===== src/rtl/controle_sr_drive_pkg.sv =====
// Shared types and constants for the magnetron SR-latch drive controller.
// State encoding doubles as the COOKING flag value.
package controle_sr_drive_pkg;

    typedef enum logic {
        ST_IDLE    = 1'b0,
        ST_COOKING = 1'b1
    } state_e;

    localparam int DEB_CYCLES_DEFAULT = 4;

endpackage


===== src/rtl/controle_sr_drive_if.sv =====
// Front-panel inputs and latch-drive outputs of controle_sr_drive.
// The master side drives the panel/timer; the slave side is the controller.
interface controle_sr_drive_if;
    logic START;
    logic STOP;
    logic DOOR_CLOSED;
    logic TIMER_DONE;
    logic S;
    logic R;
    logic COOKING;

    modport master (
        output START, STOP, DOOR_CLOSED, TIMER_DONE,
        input  S, R, COOKING
    );

    modport slave (
        input  START, STOP, DOOR_CLOSED, TIMER_DONE,
        output S, R, COOKING
    );
endinterface


===== src/rtl/controle_sr_drive_debounce.sv =====
// Counter debouncer: the output follows the raw input only after DEB_CYCLES
// consecutive disagreeing samples; any agreeing sample restarts the count.
module controle_sr_drive_debounce
    import controle_sr_drive_pkg::*;
#(
    parameter int DEB_CYCLES = DEB_CYCLES_DEFAULT
) (
    input  logic CLK,
    input  logic RST,
    input  logic IN,
    output logic OUT
);
    localparam logic [7:0] CNT_LAST = 8'(DEB_CYCLES - 1);

    logic [7:0] cnt_q;
    logic       db_q;

    always_ff @(posedge CLK) begin
        if (RST) begin
            cnt_q <= 8'd0;
            db_q  <= 1'b0;
        end else if (IN == db_q) begin
            cnt_q <= 8'd0;
        end else if (cnt_q == CNT_LAST) begin
            db_q  <= IN;
            cnt_q <= 8'd0;
        end else begin
            cnt_q <= cnt_q + 8'd1;
        end
    end

    assign OUT = db_q;
endmodule


===== src/rtl/controle_sr_drive.sv =====
// Debounced front-panel FSM producing single-cycle S/R pulses for the
// magnetron SR latch; S and R are never asserted together.
module controle_sr_drive
    import controle_sr_drive_pkg::*;
#(
    parameter int DEB_CYCLES = DEB_CYCLES_DEFAULT
) (
    input  logic                 CLK,
    input  logic                 RST,
    controle_sr_drive_if.slave   bus
);
    logic   db_start, db_stop, db_door;
    logic   db_start_q, db_stop_q;
    logic   start_rise, stop_rise;
    state_e state_q;
    logic   s_q, r_q, cooking_q;

    controle_sr_drive_debounce #(.DEB_CYCLES(DEB_CYCLES)) u_deb_start (
        .CLK(CLK), .RST(RST), .IN(bus.START), .OUT(db_start)
    );
    controle_sr_drive_debounce #(.DEB_CYCLES(DEB_CYCLES)) u_deb_stop (
        .CLK(CLK), .RST(RST), .IN(bus.STOP), .OUT(db_stop)
    );
    controle_sr_drive_debounce #(.DEB_CYCLES(DEB_CYCLES)) u_deb_door (
        .CLK(CLK), .RST(RST), .IN(bus.DOOR_CLOSED), .OUT(db_door)
    );

    assign start_rise = db_start & ~db_start_q;
    assign stop_rise  = db_stop  & ~db_stop_q;

    // R is held high throughout reset so the latch is cleared while RST is up.
    always_ff @(posedge CLK) begin
        if (RST) begin
            state_q    <= ST_IDLE;
            s_q        <= 1'b0;
            r_q        <= 1'b1;
            cooking_q  <= 1'b0;
            db_start_q <= 1'b0;
            db_stop_q  <= 1'b0;
        end else begin
            db_start_q <= db_start;
            db_stop_q  <= db_stop;
            s_q        <= 1'b0;
            r_q        <= 1'b0;
            case (state_q)
                ST_IDLE: begin
                    if (start_rise && db_door && !bus.TIMER_DONE && !stop_rise) begin
                        s_q       <= 1'b1;
                        cooking_q <= 1'b1;
                        state_q   <= ST_COOKING;
                    end
                end
                ST_COOKING: begin
                    if (stop_rise || !db_door || bus.TIMER_DONE) begin
                        r_q       <= 1'b1;
                        cooking_q <= 1'b0;
                        state_q   <= ST_IDLE;
                    end
                end
                default: state_q <= ST_IDLE;
            endcase
        end
    end

    assign bus.S       = s_q;
    assign bus.R       = r_q;
    assign bus.COOKING = cooking_q;
endmodule


===== src/flat_wrapper.sv =====
// flat-port wrapper written by rule: the top's interface ports become plain ports
module controle_sr_drive_flat import controle_sr_drive_pkg::*;
#(
    parameter int DEB_CYCLES = DEB_CYCLES_DEFAULT
)
  (CLK, RST, bus_START, bus_STOP, bus_DOOR_CLOSED, bus_TIMER_DONE, bus_S, bus_R, bus_COOKING);
  controle_sr_drive_if bus_i ();
  input  logic CLK;
  input  logic RST;
  input wire logic [$bits(bus_i.START)-1:0] bus_START;
  input wire logic [$bits(bus_i.STOP)-1:0] bus_STOP;
  input wire logic [$bits(bus_i.DOOR_CLOSED)-1:0] bus_DOOR_CLOSED;
  input wire logic [$bits(bus_i.TIMER_DONE)-1:0] bus_TIMER_DONE;
  output wire logic [$bits(bus_i.S)-1:0] bus_S;
  output wire logic [$bits(bus_i.R)-1:0] bus_R;
  output wire logic [$bits(bus_i.COOKING)-1:0] bus_COOKING;
  assign bus_i.START = bus_START;
  assign bus_i.STOP = bus_STOP;
  assign bus_i.DOOR_CLOSED = bus_DOOR_CLOSED;
  assign bus_i.TIMER_DONE = bus_TIMER_DONE;
  assign bus_S = bus_i.S;
  assign bus_R = bus_i.R;
  assign bus_COOKING = bus_i.COOKING;
  controle_sr_drive #(.DEB_CYCLES(DEB_CYCLES)) u_core (.CLK(CLK), .RST(RST), .bus(bus_i));
endmodule

===== config.mk =====
export PLATFORM = sky130hd
export DESIGN_NAME = controle_sr_drive_flat
export DESIGN_NICKNAME = d
export VERILOG_FILES = /design/src/rtl/controle_sr_drive_pkg.sv /design/src/rtl/controle_sr_drive_if.sv /design/src/rtl/controle_sr_drive_debounce.sv /design/src/rtl/controle_sr_drive.sv /design/src/flat_wrapper.sv
export SDC_FILE = /design/constraint.sdc
export NUM_CORES = 1
export LEC_CHECK = 0
export CAP_MARGIN = 20
export CORE_MARGIN = 3
export CORE_UTILIZATION = 50
export DETAILED_ROUTE_END_ITERATION = 10
export GPL_ROUTABILITY_DRIVEN = 0
export PLACE_DENSITY = 0.69
export SYNTH_ARGS = -nofsm -noshare
export SYNTH_HDL_FRONTEND = slang
export SYNTH_SLANG_ARGS = --single-unit
export TNS_END_PERCENT = 50

===== constraint.sdc =====
create_clock -name CLK -period 3.8 [get_ports CLK]
set_clock_uncertainty 0.15 [all_clocks]
set_input_delay 0.57 -clock CLK [delete_from_list [all_inputs] [get_ports CLK]]
set_output_delay 0.57 -clock CLK [all_outputs]
set_load 0.005 [all_outputs]

==> results.json, run 1 <==
{
  "fp.dieW_um": 57.46,
  "drive_above_1_share_pct": 7.547,
  "via_per_inst": 5.011,
  "fin_ws_ns": 1.916,
  "yosysUniqueCellTypes": 26,
  "clkTransAtPathRegs_ns": 0.10,
  "crit_arrival_ns": 1.16,
  "maxSlewHeadroom_pct": 72.32,
  "power.total_mw": 0.5646,
  "max_freq_mhz": 530.8,
  "routedWlPerCell_um": 10.91,
  "synth.avg_cell_area_um2": 9.193,
  "r2r-start": "u_core.u_deb_door.cnt_q[0]$_SDFF_PP0_",
  "h-tree-depth": 2,
  "hold_buffers": 0,
  "fin_tns_setup_ns": 0,
  "rows": 18,
  "die_area_um2": 3301,
  "regToRegEndpoint": "u_core.u_deb_door.cnt_q[2]$_SDFF_PP0_",
  "crit_type": "reg -> out",
  "hold_depth": 1,
  "path_max_fanout": 2,
  "grt_overflow": 0,
  "cts.sinks": 33,
  "slowest_delay_ns": 0.50,
  "ys_warn_count": 0,
  "pre_cts_slack_ns": 1.702,
  "path_cells": "clkdlybuf4s50_1",
  "ys.flop_type": "dfxtp_1",
  "final_common_cell": "dfxtp_1",
  "crit_family": "buffers and inverters",
  "syn-cell-area_um2": 1324,
  "rr_worst_depth": 5,
  "cp_slowest_cell": "clkdlybuf4s50_1",
  "track_usage_pct": 14.48,
  "final_nets": 167,
  "cp.buffers_inverters": 1,
  "clk_latency_ns": 0.33,
  "antenna_found_initial": 0,
  "syn_nets": 153,
  "finalSetupViolations": 0,
  "grt_first_pass_wirelength_um": 3698,
  "start_kind": "flop",
  "yosysSeqAreaShare_pct": 49.91,
  "routed_wirelength_um": 2062,
  "min_from": "u_core.u_deb_start.cnt_q[0]$_SDFF_PP0_",
  "max_cap_violations": 0,
  "finalCritPeriodShare_pct": 49.58,
  "min_to": "u_core.u_deb_start.cnt_q[0]$_SDFF_PP0_",
  "tightestPinTransition_ns": 0.4139,
  "power_density_nw_per_um2": 379.2,
  "cts_max_path_buffers": 2,
  "place_area_um2": 1438,
  "syn_inst": 144,
  "io_buffers": 8,
  "finalHoldViolations": 0,
  "drc": 0,
  "async_flop_share_pct": 0,
  "core_area_um2": 2500,
  "rsz0062_at_grt": "false",
  "p_leak_nw": 0.5387,
  "r2r_setup_slack_ns": 2.21,
  "io_pins": 9,
  "root_buffer": "clkbuf_4",
  "drv_slew": 0,
  "synth-edff-count": 0,
  "hold_path_class": "reg -> reg",
  "area_delta_synth_final_pct": 12.48,
  "ir_drop_mv": 0.2474,
  "final_cell_mix": "33 x dfxtp_1, 29 x nor2_1, 13 x nand3_1, 11 x xnor2_1, 10 x nand2_1",
  "design_area_um2": 1489,
  "dp_hpwl_um": 1473,
  "start_util_pct": 52.95,
  "cp.required_ns": 3.08,
  "die_height_um": 57.46,
  "cts_tree": "yes",
  "antenna_left": 0,
  "first_pass_iters": 4,
  "grt_pass1_vias": 912,
  "post_cts_buffers": 0,
  "numCtsBuffers": 5,
  "drtIter0Drc": 26,
  "antennaDiodeCount": 0,
  "fin_crit_ns": 1.884,
  "num_vias": 947,
  "critPathCaptureType": "output pin",
  "ctsResizeCount": 0,
  "grt_max_degree": 14,
  "status": "finished, final reports clean",
  "ys_seq_elements": 33
}
[report_power, final]
part | switching (mW) | internal (mW)
Combinational | 0.0111 | 0.0120
Sequential | 0.00405 | 0.350
Clock | 0.117 | 0.0704
[cell families after synthesis]
family | share of synthesized area [%]
buffers and inverters | 1.134
DFF | 49.91
adders and majority gates | 2.836
muxes | 1.512
and+or+nand+nor | 27.69
xor gates and xnor gates | 13.23
AOI/OAI and AO/OA | 3.686
[registers in the layout, summed over array words and instances, names as in the netlist]
register,count
u_core.bus.COOKING,1
u_core.bus.R,1
u_core.bus.S,1
u_core.db_start_q,1
u_core.db_stop_q,1
u_core.state_q,1
u_core.u_deb_door.OUT,1
u_core.u_deb_door.cnt_q,8
u_core.u_deb_start.OUT,1
u_core.u_deb_start.cnt_q,8
u_core.u_deb_stop.OUT,1
u_core.u_deb_stop.cnt_q,8
[metal layers]
layer / vias up / routed length (um) / global-route usage [%]
li1: 502 / - / -
met1: 422 / 1014 / 17.68
met2: 16 / 920 / 22.90
met3: 7 / 85 / 4.072
met4: 0 / 42 / 7.947
met5: - / 0 / 0
[cell usage after synthesis (2+ instances only)]
| cell type | number | area, um2 |
|---|---|---|
| xor2_1 | 9 | 78.83 |
| xnor2_1 | 11 | 96.34 |
| nor3_1 | 5 | 25.02 |
| mux2i_1 | 2 | 20.02 |
| a21oi_1 | 2 | 10.01 |
| ha_1 | 3 | 37.54 |
| or3_1 | 2 | 12.51 |
| dfxtp_1 | 33 | 660.6 |
| nor4_1 | 3 | 18.77 |
| nand2b_1 | 4 | 25.02 |
| inv_1 | 3 | 11.26 |
| nand2_1 | 10 | 37.54 |
| nand3_1 | 13 | 65.06 |
| nor2_1 | 29 | 108.9 |
| nor2b_1 | 2 | 12.51 |
| and3_1 | 3 | 18.77 |
[worst max-delay path by stage]
stage | end | cells past startpoint | start | slack (ns)
global route | bus_COOKING | 1 | u_core.bus.COOKING$_SDFFE_PP0P_ | 1.86
CTS | bus_COOKING | 1 | u_core.bus.COOKING$_SDFFE_PP0P_ | 1.90
finish | bus_COOKING | 1 | u_core.bus.COOKING$_SDFFE_PP0P_ | 1.92
detailed placement | u_core.u_deb_stop.cnt_q[5]$_SDFF_PP0_ | 4 | RST | 1.70
floorplan | u_core.bus.COOKING$_SDFFE_PP0P_ | 3 | bus_TIMER_DONE | 2.31
global placement | u_core.u_deb_stop.cnt_q[6]$_SDFF_PP0_ | 4 | RST | 1.74
[final cells by class]
| type | count | area, um2 |
|---|---|---|
| fillers | 227 | 1011 |
| inverters | 3 | 11.26 |
| repair buffers | 8 | 80.08 |
| flip-flops and latches | 33 | 660.6 |
| clock buffers | 6 | 41.29 |
| clock inverters | 2 | 10.01 |
| multi-input cells | 107 | 648.1 |
| well taps | 30 | 37.54 |
[per-stage QoR]
step / utilization, % / hold WS (ns) / std cells
6_report: 59.56 / 0.3231 / 189
5_1_grt: 59.56 / 0.3458 / 189
4_1_cts: 59.56 / 0.3270 / 189
3_5_place_dp: 57.51 / 0.3020 / 181
3_3_place_gp: 57.51 / 0.2939 / 181
2_1_floorplan: - / 0.2797 / 144
Note: power is estimated with default switching activity, not from simulation.
==> run 2, diff against run 1 <==
==> constraint.sdc (replaced) <==
create_clock -name CLK -period 1.8 [get_ports CLK]
set_clock_uncertainty 0.15 [all_clocks]
set_input_delay 0.27 -clock CLK [delete_from_list [all_inputs] [get_ports CLK]]
set_output_delay 0.27 -clock CLK [all_outputs]
set_load 0.005 [all_outputs]
==> run 2 against run 1 <==
  * Power up 110%
  * Via count up 2.4%
  * Combinational power up 130%
  * Critical path type unchanged
  * Die area unchanged
  * Sequential share of layout area down 0.62 points
  * First-iteration DRC count down 38%
  * Clock-buffer cell count unchanged
  * Critical path depth unchanged
  * Sequential power up 110%
  * Clock power up 110%
  * Critical endpoint unchanged
==> results.json, run 2 (synthesized netlist as in run 1, its figures left out) <==
{
  "io_buffers": 8,
  "finalCritPeriodShare_pct": 88.01,
  "die_height_um": 57.46,
  "multi_input_area_um2": 654.4,
  "cp.buffers_inverters": 1,
  "track_usage_pct": 15.93,
  "critPathCaptureType": "output pin",
  "crit_family": "buffers and inverters",
  "grt_first_pass_wirelength_um": 4002,
  "h-tree-depth": 2,
  "rsz0062_at_grt": "false",
  "fin_crit_ns": 1.584,
  "clk_latency_ns": 0.33,
  "dp_cells": 183,
  "cp_slowest_cell": "clkdlybuf4s50_1",
  "rr_worst_depth": 5,
  "finalSetupViolations": 0,
  "dp_hpwl_um": 1517,
  "numCtsBuffers": 5,
  "grt_max_degree": 11,
  "crit_type": "reg -> out",
  "num_vias": 970,
  "area_delta_synth_final_pct": 14.08,
  "seq_area_um2": 660.6,
  "min_to": "u_core.u_deb_door.cnt_q[0]$_SDFF_PP0_",
  "start_kind": "flop",
  "cts_max_path_buffers": 2,
  "routedWlPerCell_um": 11.11,
  "final_nets": 169,
  "drtIter0Drc": 16,
  "final_cell_mix": "33 x dfxtp_1, 29 x nor2_1, 13 x nand3_1, 11 x xnor2_1, 10 x nand2_1",
  "crit_arrival_ns": 1.16,
  "r2r-start": "u_core.u_deb_door.cnt_q[0]$_SDFF_PP0_",
  "root_buffer": "clkbuf_4",
  "clkTransAtPathRegs_ns": 0.10,
  "antennaDiodeCount": 0,
  "io_pins": 9,
  "final_common_cell": "dfxtp_1",
  "min_from": "u_core.u_deb_door.cnt_q[0]$_SDFF_PP0_",
  "drive_above_1_share_pct": 9.317,
  "utilization_pct": 60.41,
  "status": "finished, final reports clean",
  "fin_tns_setup_ns": 0,
  "power.total_mw": 1.188,
  "regToRegEndpoint": "u_core.u_deb_door.cnt_q[2]$_SDFF_PP0_",
  "routed_wirelength_um": 2122,
  "antenna_found_initial": 0,
  "antenna_left": 0,
  "ctsResizeCount": 0,
  "tightestPinTransition_ns": 0.3049,
  "fillers": 218,
  "r2r_setup_slack_ns": 0.27,
  "post_cts_buffers": 0,
  "cts_tree": "yes",
  "cp.required_ns": 1.38,
  "finalHoldViolations": 0,
  "fp.dieW_um": 57.46,
  "via_per_inst": 5.079,
  "grt_pass1_vias": 977,
  "hold_depth": 1,
  "timing.hold.ws_ns": 0.3251,
  "first_pass_iters": 4,
  "slowest_delay_ns": 0.50,
  "rows": 18,
  "path_cells": "clkdlybuf4s50_1",
  "hold_buffers": 0,
  "drv_slew": 0,
  "reg.largest.list": "u_core.u_deb_door.cnt_q (8), u_core.u_deb_start.cnt_q (8), u_core.u_deb_stop.cnt_q (8)",
  "p_leak_nw": 0.5507,
  "stdcell_count": 191,
  "power_density_nw_per_um2": 786.3,
  "start_util_pct": 52.95,
  "path_max_fanout": 2,
  "max_freq_mhz": 631.2,
  "core_area_um2": 2500,
  "max_cap_violations": 0,
  "maxSlewHeadroom_pct": 79.62,
  "drc": 0,
  "cts.sinks": 33,
  "worstSetupPathDepth": 1,
  "hold_path_class": "reg -> reg",
  "ir_drop_mv": 0.6207,
  "die_area_um2": 3301,
  "grt_overflow": 0
}
run 2: cell types whose count changed in the layout (fill, tap and decap cells not counted):
cell	change
nor4b_2	+1
buf_4	+2
nor4b_1	-1
run 2: worst max path at each step:
stage                                                from                                    end  slack [ns]
finish                    u_core.bus.COOKING$_SDFFE_PP0P_                            bus_COOKING        0.22
global route        u_core.u_deb_door.cnt_q[0]$_SDFF_PP0_  u_core.u_deb_door.cnt_q[5]$_SDFF_PP0_        0.16
CTS                 u_core.u_deb_door.cnt_q[0]$_SDFF_PP0_  u_core.u_deb_door.cnt_q[2]$_SDFF_PP0_        0.13
detailed placement                         bus_TIMER_DONE        u_core.bus.COOKING$_SDFFE_PP0P_        0.15
global placement    u_core.u_deb_door.cnt_q[0]$_SDFF_PP0_  u_core.u_deb_door.cnt_q[6]$_SDFF_PP0_        0.17
floorplan           u_core.u_deb_door.cnt_q[0]$_SDFF_PP0_     u_core.u_deb_door.OUT$_SDFFE_PP0P_        0.38
run 2: where the power goes:
part           switching (mW)  internal (mW)  total [mW]
combinational          0.0247         0.0281      0.0528
sequential            0.00876          0.739       0.748
clock                   0.238          0.149       0.387
run 2: cell type report:
cell class / instances / share of cell area [%]
Clock buffer: 6 / 2.734
Clock inverter: 2 / 0.6628
Inverter: 3 / 0.7456
Multi-Input combinational cell: 107 / 43.33
Sequential cell: 33 / 43.74
Tap cell: 30 / 2.485
Timing Repair Buffer: 10 / 6.297
run 2: metal layers:
layer	vias to the layer above	wire length, um	GRT usage (%)
li1	510	-	-
met1	426	1008	18.10
met2	28	954	25.81
met3	6	117	7.692
met4	0	42	5.960
met5	-	0	0
run 2: stage by stage:
step	worst slack [ns]	cell area, um2
floorplan	0.3823	1324
global placement	0.1709	1453
detailed placement	0.1522	1453
CTS	0.1289	1504
global route	0.1556	1510
finish	0.2157	1510
==> run 3, diff against run 2 <==
--- a/config.mk
+++ b/config.mk
@@ -6,11 +6,14 @@
 export NUM_CORES = 1
 export LEC_CHECK = 0
 export CAP_MARGIN = 20
+export CELL_PAD_IN_SITES_DETAIL_PLACEMENT = 1
+export CELL_PAD_IN_SITES_GLOBAL_PLACEMENT = 1
 export CORE_MARGIN = 3
-export CORE_UTILIZATION = 50
+export CORE_UTILIZATION = 43
 export DETAILED_ROUTE_END_ITERATION = 10
 export GPL_ROUTABILITY_DRIVEN = 0
-export PLACE_DENSITY = 0.69
+export HOLD_SLACK_MARGIN = 0.05
+export PLACE_DENSITY = 0.76
 export SYNTH_ARGS = -nofsm -noshare
 export SYNTH_HDL_FRONTEND = slang
 export SYNTH_SLANG_ARGS = --single-unit
==> run 3 against run 2 <==
  * Critical path depth unchanged
  * Sequential share of layout area down 0.89 points
  * Worst setup slack worse by 0.021 ns
  * Global-route usage up 0.76 points
  * Clock-buffer cell count unchanged
  * Via count up 2.0%
  * Die area up 15%
==> results.json, run 3 (synthesized netlist as in run 1, its figures left out) <==
{
  "clkTransAtPathRegs_ns": 0.10,
  "final_nets": 168,
  "rows": 19,
  "first_pass_iters": 4,
  "h-tree-depth": 2,
  "dp_hpwl_um": 1885,
  "reg.largest.list": "u_core.u_deb_door.cnt_q (8), u_core.u_deb_start.cnt_q (8), u_core.u_deb_stop.cnt_q (8)",
  "max_freq_mhz": 622.9,
  "die_area_um2": 3780,
  "cts_tree": "yes",
  "fin_tns_setup_ns": 0,
  "grt_pass1_vias": 1009,
  "fp.dieW_um": 61.49,
  "numCtsBuffers": 5,
  "maxSlewHeadroom_pct": 77.59,
  "io_pins": 9,
  "hold_depth": 1,
  "p_leak_nw": 0.5584,
  "drv_slew": 0,
  "area_delta_synth_final_pct": 16.45,
  "crit_type": "reg -> out",
  "worstSetupPathDepth": 1,
  "die_height_um": 61.49,
  "fin_crit_ns": 1.605,
  "crit_family": "buffers and inverters",
  "status": "finished, final reports clean",
  "core_area_um2": 2853,
  "io_buffers": 8,
  "finalCritPeriodShare_pct": 89.18,
  "ir_drop_mv": 0.4146,
  "power_density_nw_per_um2": 897.4,
  "rr_worst_depth": 4,
  "critPathCaptureType": "output pin",
  "cp.buffers_inverters": 1,
  "num_vias": 989,
  "cp.required_ns": 1.38,
  "drtIter0Drc": 34,
  "clk_latency_ns": 0.34,
  "antenna_left": 0,
  "post_cts_buffers": 0,
  "timing.hold.ws_ns": 0.3253,
  "path_cells": "clkdlybuf4s50_1",
  "routedWlPerCell_um": 12.86,
  "finalHoldViolations": 0,
  "finalSetupViolations": 0,
  "final_cell_mix": "33 x dfxtp_1, 29 x nor2_1, 13 x nand3_1, 11 x xnor2_1, 10 x nand2_1",
  "track_usage_pct": 16.69,
  "tightestPinTransition_ns": 0.3330,
  "drive_above_1_share_pct": 9.375,
  "grt_max_degree": 12,
  "start_util_pct": 46.40,
  "ctsResizeCount": 0,
  "antenna_found_initial": 0,
  "grt_first_pass_wirelength_um": 4457,
  "cts.sinks": 33,
  "routed_wirelength_um": 2457,
  "rsz0062_at_grt": "false",
  "path_max_fanout": 2,
  "cts_max_path_buffers": 2,
  "slowest_delay_ns": 0.50,
  "hold_buffers": 0,
  "antennaDiodeCount": 0,
  "crit_arrival_ns": 1.19,
  "via_per_inst": 5.178,
  "max_cap_violations": 0,
  "final_common_cell": "dfxtp_1",
  "drc": 0,
  "root_buffer": "clkbuf_4",
  "grt_overflow": 0,
  "hold_path_class": "reg -> reg",
  "cp_slowest_cell": "clkdlybuf4s50_1",
  "start_kind": "flop"
}
## run 3: where the power goes
group	total, mW	switching, mW	internal [mW]
Clock	0.583	0.253	0.330
Sequential	0.748	0.00924	0.739
Combinational	0.0521	0.0252	0.0269
## run 3: worst paths after layout
kind	from	end	slack [ns]
hold reg to reg	u_core.u_deb_door.cnt_q[0]$_SDFF_PP0_	u_core.u_deb_door.cnt_q[0]$_SDFF_PP0_	0.33
setup / recovery	u_core.bus.COOKING$_SDFFE_PP0P_	bus_COOKING	0.19
setup reg to reg	u_core.u_deb_stop.cnt_q[2]$_SDFF_PP0_	u_core.u_deb_stop.cnt_q[7]$_SDFF_PP0_	0.26
hold / removal	u_core.u_deb_door.cnt_q[0]$_SDFF_PP0_	u_core.u_deb_door.cnt_q[0]$_SDFF_PP0_	0.33
## run 3: final cells by class
class | count | area, um2
Fill cell | 328 | 1311
Sequential cell | 33 | 660.6
Multi-Input combinational cell | 107 | 654.4
Timing Repair Buffer | 9 | 87.58
Clock buffer | 6 | 51.30
Tap cell | 31 | 38.79
Clock inverter | 2 | 37.54
Inverter | 3 | 11.26
## run 3: stage by stage
| step | setup WS [ns] | instance area [um2] | utilization (%) | total power [mW] | cells |
|---|---|---|---|---|---|
| 2_1_floorplan | 0.3823 | 1324 | - | 0.7916 | 144 |
| 3_3_place_gp | 0.1580 | 1446 | 50.70 | 0.8155 | 183 |
| 3_5_place_dp | 0.1001 | 1446 | 50.70 | 0.8185 | 183 |
| 4_1_cts | 0.1398 | 1535 | 53.82 | 1.408 | 191 |
| 5_1_grt | 0.1092 | 1541 | 54.04 | 1.464 | 191 |
| 6_report | 0.1947 | 1541 | 54.04 | 1.383 | 191 |
## run 3: layer usage
metal,share of wire (%),global-route usage (%),up-vias
li1,-,-,508
met1,45,18.98,462
met2,49,27.35,11
met3,4.1,6.289,8
met4,2.6,8.182,0
met5,0,0,-
